`config.mk`:
```
export PLATFORM = sky130hd
export DESIGN_NAME = usp_auth_hub
export DESIGN_NICKNAME = d
export VERILOG_FILES = /design/src/rtl/usp_auth_pkg.sv /design/src/rtl/rr_arbiter.sv /design/src/rtl/usp_auth_hub.sv
export SDC_FILE = /design/constraint.sdc
export NUM_CORES = 2
export LEC_CHECK = 0
export CAP_MARGIN = 20
export CORE_UTILIZATION = 30
export CTS_BUF_LIST = sky130_fd_sc_hd__clkbuf_2 sky130_fd_sc_hd__clkbuf_4 sky130_fd_sc_hd__clkbuf_8
export CTS_CLUSTER_SIZE = 16
export DETAILED_ROUTE_END_ITERATION = 8
export GPL_TIMING_DRIVEN = 0
export HOLD_SLACK_MARGIN = 0.12
export PLACE_DENSITY = 0.47
export SYNTH_ARGS = -nofsm -noshare
export SYNTH_HDL_FRONTEND = slang
export SYNTH_SLANG_ARGS = --single-unit
```
`constraint.sdc`:
```
create_clock -name clk -period 45.3 [get_ports clk]
set_input_delay 9.06 -clock clk [delete_from_list [all_inputs] [get_ports clk]]
set_output_delay 9.06 -clock clk [all_outputs]
set_load 0.02 [all_outputs]
```
`src/rtl/usp_auth_pkg.sv`:
```
// Shared types and constants for the USP EV authentication hub.
// Holds the FSM state encoding, the response codes and the cipher keys.
package usp_auth_pkg;

  typedef enum logic [2:0] {
    IDLE     = 3'd0,
    REG      = 3'd1,
    VERIFY   = 3'd2,
    SEND_TAG = 3'd3,
    RESP     = 3'd4
  } state_e;

  localparam logic [2:0] RC_OK         = 3'd0;
  localparam logic [2:0] RC_AUTH_FAIL  = 3'd1;
  localparam logic [2:0] RC_REPLAY     = 3'd2;
  localparam logic [2:0] RC_DB_FULL    = 3'd3;
  localparam logic [2:0] RC_DUP        = 3'd4;
  localparam logic [2:0] RC_TIMEOUT    = 3'd5;
  localparam logic [2:0] RC_UNKNOWN_ID = 3'd6;

  localparam logic [63:0] DEC_KEY    = 64'hDEAD_BEEF_CAFE_BABE;
  localparam logic [63:0] TAG_KEY    = 64'hCAFE_BABE_DEAD_BEEF;
  localparam logic [63:0] AUTH_MAGIC = 64'h0000_0000_0000_005A;

  function automatic logic [63:0] decrypt(input logic [63:0] msg);
    return msg ^ DEC_KEY;
  endfunction

endpackage

```
`src/rtl/rr_arbiter.sv`:
```
// Round-robin arbiter: one-hot grant starting just above the last accepted
// grant, wrapping around. The pointer only moves when advance_i is high.
module rr_arbiter #(
  parameter int unsigned N     = 4,
  parameter int unsigned IDX_W = (N > 1) ? $clog2(N) : 1
) (
  input  logic             clk_i,
  input  logic             rst_i,
  input  logic [N-1:0]     req_i,
  input  logic             advance_i,
  output logic [N-1:0]     grant_c_o,
  output logic [IDX_W-1:0] grant_idx_c_o,
  output logic             any_c_o
);

  logic [IDX_W-1:0] last_q;

  always_comb begin
    int unsigned idx;
    idx           = 0;
    grant_c_o     = '0;
    grant_idx_c_o = '0;
    any_c_o       = 1'b0;
    for (int unsigned off = 1; off <= N; off++) begin
      idx = (32'(last_q) + off) % N;
      if (!any_c_o && req_i[IDX_W'(idx)]) begin
        any_c_o                  = 1'b1;
        grant_c_o[IDX_W'(idx)]   = 1'b1;
        grant_idx_c_o            = IDX_W'(idx);
      end
    end
  end

  always_ff @(posedge clk_i or posedge rst_i) begin
    if (rst_i) begin
      last_q <= IDX_W'(N - 1);
    end else if (advance_i && any_c_o) begin
      last_q <= grant_idx_c_o;
    end
  end

endmodule

```
`src/rtl/usp_auth_hub.sv`:
```
// EV authentication hub: arbitrates EV requests, keeps a registration table,
// verifies encrypted messages against it and hands tags to the charging station.
module usp_auth_hub
  import usp_auth_pkg::*;
#(
  parameter int unsigned NUM_EV   = 4,
  parameter int unsigned ID_W     = 16,
  parameter int unsigned DB_DEPTH = 8,
  parameter int unsigned TIMEOUT  = 255,
  localparam int unsigned CH_W    = (NUM_EV > 1) ? $clog2(NUM_EV) : 1,
  localparam int unsigned DBC_W   = $clog2(DB_DEPTH) + 1
) (
  input  logic                   clk,
  input  logic                   reset,
  input  logic [NUM_EV-1:0]      req_valid,
  output logic [NUM_EV-1:0]      req_ready,
  input  logic [NUM_EV-1:0]      req_is_reg,
  input  logic [NUM_EV*ID_W-1:0] req_id,
  input  logic [NUM_EV*16-1:0]   req_nonce,
  input  logic [NUM_EV*64-1:0]   req_msg,
  input  logic [NUM_EV-1:0]      req_puf,
  output logic                   tag_valid,
  input  logic                   tag_ready,
  output logic [63:0]            tag,
  output logic                   rsp_valid,
  output logic [CH_W-1:0]        rsp_ch,
  output logic [2:0]             rsp_code,
  output logic [DBC_W-1:0]       db_count
);

  localparam int unsigned IDX_W = (DB_DEPTH > 1) ? $clog2(DB_DEPTH) : 1;
  localparam int unsigned CNT_W = $clog2(TIMEOUT + 1);

  state_e            state_q;
  logic [CH_W-1:0]   cap_ch_q;
  logic [ID_W-1:0]   cap_id_q;
  logic [15:0]       cap_nonce_q;
  logic [63:0]       cap_msg_q;
  logic              cap_puf_q;
  logic [2:0]        code_q;
  logic [CNT_W-1:0]  cnt_q;

  logic [DB_DEPTH-1:0] tbl_valid_q;
  logic [ID_W-1:0]     tbl_id_q    [DB_DEPTH];
  logic [15:0]         tbl_nonce_q [DB_DEPTH];

  logic [NUM_EV-1:0] req_ready_q;
  logic              tag_valid_q;
  logic [63:0]       tag_q;
  logic              rsp_valid_q;
  logic [CH_W-1:0]   rsp_ch_q;
  logic [2:0]        rsp_code_q;
  logic [DBC_W-1:0]  db_count_q;

  logic [NUM_EV-1:0] grant_c;
  logic [CH_W-1:0]   grant_idx_c;
  logic              any_c;
  logic              advance_c;
  logic [ID_W-1:0]   sel_id_c;
  logic [15:0]       sel_nonce_c;
  logic [63:0]       sel_msg_c;
  logic              hit_c;
  logic [IDX_W-1:0]  hit_idx_c;
  logic              free_c;
  logic [IDX_W-1:0]  free_idx_c;
  logic [63:0]       dec_c;

  assign advance_c = (state_q == IDLE);

  rr_arbiter #(
    .N     (NUM_EV),
    .IDX_W (CH_W)
  ) u_arb (
    .clk_i         (clk),
    .rst_i         (reset),
    .req_i         (req_valid),
    .advance_i     (advance_c),
    .grant_c_o     (grant_c),
    .grant_idx_c_o (grant_idx_c),
    .any_c_o       (any_c)
  );

  // Payload of the channel currently winning arbitration.
  always_comb begin
    sel_id_c    = req_id[32'(grant_idx_c)*ID_W +: ID_W];
    sel_nonce_c = req_nonce[32'(grant_idx_c)*16 +: 16];
    sel_msg_c   = req_msg[32'(grant_idx_c)*64 +: 64];
  end

  // Associative match on the captured id, plus lowest free slot.
  always_comb begin
    hit_c      = 1'b0;
    hit_idx_c  = '0;
    free_c     = 1'b0;
    free_idx_c = '0;
    for (int unsigned i = 0; i < DB_DEPTH; i++) begin
      if (tbl_valid_q[i] && (tbl_id_q[i] == cap_id_q)) begin
        hit_c     = 1'b1;
        hit_idx_c = IDX_W'(i);
      end
      if (!tbl_valid_q[i] && !free_c) begin
        free_c     = 1'b1;
        free_idx_c = IDX_W'(i);
      end
    end
  end

  assign dec_c = decrypt(cap_msg_q);

  always_ff @(posedge clk or posedge reset) begin
    if (reset) begin
      state_q     <= IDLE;
      cap_ch_q    <= '0;
      cap_id_q    <= '0;
      cap_nonce_q <= '0;
      cap_msg_q   <= '0;
      cap_puf_q   <= 1'b0;
      code_q      <= RC_OK;
      cnt_q       <= '0;
      tbl_valid_q <= '0;
      for (int unsigned i = 0; i < DB_DEPTH; i++) begin
        tbl_id_q[i]    <= '0;
        tbl_nonce_q[i] <= '0;
      end
      req_ready_q <= '0;
      tag_valid_q <= 1'b0;
      tag_q       <= '0;
      rsp_valid_q <= 1'b0;
      rsp_ch_q    <= '0;
      rsp_code_q  <= RC_OK;
      db_count_q  <= '0;
    end else begin
      req_ready_q <= '0;
      rsp_valid_q <= 1'b0;
      case (state_q)
        IDLE: begin
          if (any_c) begin
            req_ready_q <= grant_c;
            cap_ch_q    <= grant_idx_c;
            cap_id_q    <= sel_id_c;
            cap_nonce_q <= sel_nonce_c;
            cap_msg_q   <= sel_msg_c;
            cap_puf_q   <= req_puf[grant_idx_c];
            state_q     <= req_is_reg[grant_idx_c] ? REG : VERIFY;
          end
        end
        REG: begin
          if (hit_c) begin
            code_q <= RC_DUP;
          end else if (!free_c) begin
            code_q <= RC_DB_FULL;
          end else begin
            tbl_valid_q[free_idx_c] <= 1'b1;
            tbl_id_q[free_idx_c]    <= cap_id_q;
            tbl_nonce_q[free_idx_c] <= '0;
            db_count_q              <= db_count_q + DBC_W'(1);
            code_q                  <= RC_OK;
          end
          state_q <= RESP;
        end
        VERIFY: begin
          state_q <= RESP;
          if (!hit_c) begin
            code_q <= RC_UNKNOWN_ID;
          end else if (cap_nonce_q == tbl_nonce_q[hit_idx_c]) begin
            code_q <= RC_REPLAY;
          end else if ((dec_c[7:0] != AUTH_MAGIC[7:0]) || !cap_puf_q) begin
            code_q <= RC_AUTH_FAIL;
          end else begin
            tag_q                  <= dec_c ^ TAG_KEY;
            tag_valid_q            <= 1'b1;
            tbl_nonce_q[hit_idx_c] <= cap_nonce_q;
            cnt_q                  <= '0;
            state_q                <= SEND_TAG;
          end
        end
        SEND_TAG: begin
          // tag_valid_q is always set while in this state.
          if (tag_ready) begin
            code_q      <= RC_OK;
            tag_valid_q <= 1'b0;
            state_q     <= RESP;
          end else if (cnt_q == CNT_W'(TIMEOUT - 1)) begin
            code_q      <= RC_TIMEOUT;
            tag_valid_q <= 1'b0;
            state_q     <= RESP;
          end else begin
            cnt_q <= cnt_q + CNT_W'(1);
          end
        end
        RESP: begin
          rsp_valid_q <= 1'b1;
          rsp_ch_q    <= cap_ch_q;
          rsp_code_q  <= code_q;
          state_q     <= IDLE;
        end
        default: state_q <= IDLE;
      endcase
    end
  end

  assign req_ready = req_ready_q;
  assign tag_valid = tag_valid_q;
  assign tag       = tag_q;
  assign rsp_valid = rsp_valid_q;
  assign rsp_ch    = rsp_ch_q;
  assign rsp_code  = rsp_code_q;
  assign db_count  = db_count_q;

endmodule

```
==> results by group <==
STA
  • Worst-Margin Slew: 1.20 ns
  • Worst hold slack: 0.457 ns
  • Rel. slew slack: 19.3%
  • Fmax achieved: 0.0802 GHz
  • RSZ-0062 raised after global routing: no
  • Slew Viols, Final: 0
  • Final hold violation count: 0
  • Setup_tns: 0 ns
  • Period utilisation layout: 27.5%
  • Fin crit period: 12.47 ns
  • Setup Viol. Count Final: 0
  • Clock skew: 0.0319 ns

Global routing
  • Overall Global Routing Usage: 24.2%
  • Largest net degree at the start of global routing: 129
  • First-pass GRT wire length: 146000 µm
  • Initial antenna violation count: 10
  • Vias in the first global route: 21800
  • Total gr overflow: 0

Route
  • DRT Wirelength: 99000 µm
  • Number of DRC markers in iteration 0: 1493
  • TritonRoute pass-1 iters: 5
  • Vias: 20400
  • ANT nets after route: 0
  • Post-route DRC: 0
  • Wire length per cell: 25.4 µm
  • Drt via density: 5.24

Clocking
  • Max Buffers Root-to-Sink: 3
  • Clock latency on the worst-skew pair: 0.69 ns
  • CTS tree: yes
  • Reg clk slew, reported paths: 0.06 ns
  • Post-CTS setup buffers: 0
  • Clock Sinks: 458
  • Hold buffers post-CTS: 0
  • Post-cts resize count: 0
  • CTS H-Tree Depth: 3
  • CTS buffer count: 86
  • Clock root buffer: clkbuf_8

Floorplanning
  • Core Box Area: 0.0795 mm²
  • Die W: 286 µm
  • Die Ht: 286 µm
  • I/O pin count: 478
  • Row cnt: 103
  • Die area: 0.0820 mm²
  • Initial Util: 30.5%

Synth
  • Yosys top cell by area: dfrtp_1
  • Cell area after synthesis: 0.0243 mm²
  • Top_reg_cell synth: dfrtp_1
  • Library cells used by synthesis: 83
  • Mapped Cells: 2201
  • Seq/Total Area, Yosys: 47.2%
  • Yosys reg bits: 458
  • Ys Warns: 0
  • Share of the synthesized area in the top cell type: 47.0%
  • Post-Synthesis Net Count: 2611
  • Synth area leaders: dfrtp_1 (47%), mux4_2 (9.4%), mux2_2 (8.3%), nand2_1 (6.6%), xnor2_1 (4.1%)
  • EDFF count, synth: 0
  • Fraction of registers with async set/reset: 100%
  • Synthesized area per cell: 11.0 µm²

Status
  • Status: finished, final reports clean

Setup path
  • Critical Path Fanout Max: 10
  • Critical Path RT: 45.86 ns
  • Worst Path Arrival: 13.03 ns
  • Setup crit end kind: register
  • Crit path kind: primary input to register
  • Worst Setup Start Kind: primary input

Min path
  • HP Class: register to register

Pwr
  • Pwr dens: 58.9 mW/mm²
  • Leak: 0.0144 µW
  • IR Drop Worst-Case VDD: 0.0279 mV

Place
  • Gpl congestion: 0.901
  • Hpwl dp: 77000 µm
  • Port Buffers: 474

Job
  • Max Cap Viol: 0

Final layout
  • Area Overhead vs Synth: 33.4%
  • Final nets: 3181
  • Fraction of layout cells with a size suffix above 1: 18.5%
## cells in the final DEF, fill, tap and decap left out, types with 39 or more instances in the layout
master and instances:
clkdlybuf4s50_1 474, dfrtp_1 456, nand2_1 429, mux2_2 179, xnor2_1 114, clkbuf_8 113
mux4_2 101, clkbuf_1 92, o21ai_0 77, mux2i_1 72, nor2_1 66, inv_1 51
nand3_1 42, nand4_1 39
## stage by stage
step                total power (µW)  utilization, %  worst slack (ns)  instances  area [µm²]
global placement                1470            38.1             17.38       3725       30300
finish                          1910            40.7             32.83       3894       32400
floorplan                       1150               -             23.47       2201       24300
detailed placement              1480            38.3             32.10       3733       30500
CTS                             1930            40.7             32.84       3890       32400
global route                    2030            40.7             32.65       3891       32400
## critical path, cell delays in order
cell	delay [ns]
clkdlybuf4s50_1	0.58
mux4_2	0.27
clkbuf_1	0.31
inv_1	0.08
a21oi_1	0.13
nand2_1	0.07
o31ai_1	0.08
clkbuf_1	0.73
clkbuf_1	0.94
mux4_2	0.57
nand2_1	0.12
nand2_1	0.05
## cell families (layout without fill, tap and decap cells)
group | Yosys count | in the layout | synth area share (%)
simple gates | 733 | 733 | 13.8
mux | 353 | 353 | 20.7
xor+xnor | 135 | 135 | 4.87
fa+ha+maj | 11 | 11 | 0.567
other cells | 0 | 4 | 0
compound gates | 309 | 309 | 9.17
flops | 458 | 458 | 47.2
buf+inv | 202 | 841 | 3.68
## registers in the layout (all words and copies together), names as in the netlist
| register | count |
|---|---|
| u_arb.last_q | 2 |
| rsp_ch | 2 |
| rsp_valid | 1 |
| cnt_q | 8 |
| cap_ch_q | 2 |
| code_q | 3 |
| rsp_code | 3 |
| tag_valid | 1 |
| tag | 64 |
| tbl_valid_q | 8 |
| cap_puf_q | 1 |
| tbl_nonce_q | 128 |
| cap_nonce_q | 16 |
| cap_id_q | 16 |
| req_ready | 4 |
| db_count | 4 |
| state_q | 3 |
| cap_msg_q | 64 |
| tbl_id_q | 128 |
## Yosys cell counts, types with 11 or more instances
| master | number |
|---|---|
| xor2_1 | 21 |
| a21o_1 | 17 |
| or3_1 | 18 |
| ha_1 | 11 |
| nand2_1 | 429 |
| nand3_1 | 42 |
| dfrtp_1 | 456 |
| mux4_2 | 101 |
| nor2_1 | 66 |
| xnor2_1 | 114 |
| mux2i_1 | 72 |
| mux2_2 | 179 |
| and2_1 | 12 |
| o21ai_0 | 77 |
| a31oi_1 | 14 |
| a21oi_1 | 19 |
| or4_1 | 12 |
| o211ai_1 | 37 |
| buf_4 | 13 |
| nor3_1 | 26 |
| nor4_1 | 21 |
| nand2b_1 | 18 |
| a22o_1 | 33 |
| buf_2 | 26 |
| buf_1 | 12 |
| nand4_1 | 39 |
| a211oi_1 | 28 |
| clkbuf_1 | 92 |
| inv_1 | 52 |
## power by group
part           switching, µW  internal [µW]  total (µW)  leakage (µW)
Combinational            519            366         885       0.00728
Sequential              68.7            514         582       0.00606
Clock                    189            252         441       0.00101
Total                    777           1130        1910        0.0144
## final timing paths
| path | startpoint | to | slack (ns) | cells after the start |
|---|---|---|---|---|
| min in group asynchronous | reset | tag[19] | 8.96 | 2 |
| worst min register to register | cap_msg_q[48] | tag[48] | 0.46 | 1 |
| worst max register to register | cap_id_q[15] | tag[37] | 38.89 | 15 |
| worst min-delay path | cap_msg_q[48] | tag[48] | 0.46 | 1 |
| max in group asynchronous | reset | tbl_nonce_q[6] | 35.07 | 3 |
| worst max-delay path | req_valid[2] | cap_id_q[3] | 32.83 | 12 |
## area by class of cell
type	instances	area (µm²)
fill	7664	47100
multi-input combinational	1541	11900
sequential	458	11500
timing repair buffer	482	4870
clock buffer	140	1760
tap	1050	1310
buffer	150	698
inverter	52	203
clock inverter	17	135
antenna	4	10.0
## metal layers
| metal | up-vias | global-route usage [%] | share of wire [%] |
|---|---|---|---|
| met5 | - | 0 | 0.041 |
| met4 | 8 | 7.21 | 2.9 |
| met3 | 171 | 4.01 | 5.1 |
| met2 | 724 | 42.5 | 51 |
| met1 | 10400 | 30.5 | 41 |
| li1 | 9086 | - | - |
(Power assumes the default switching activity.)
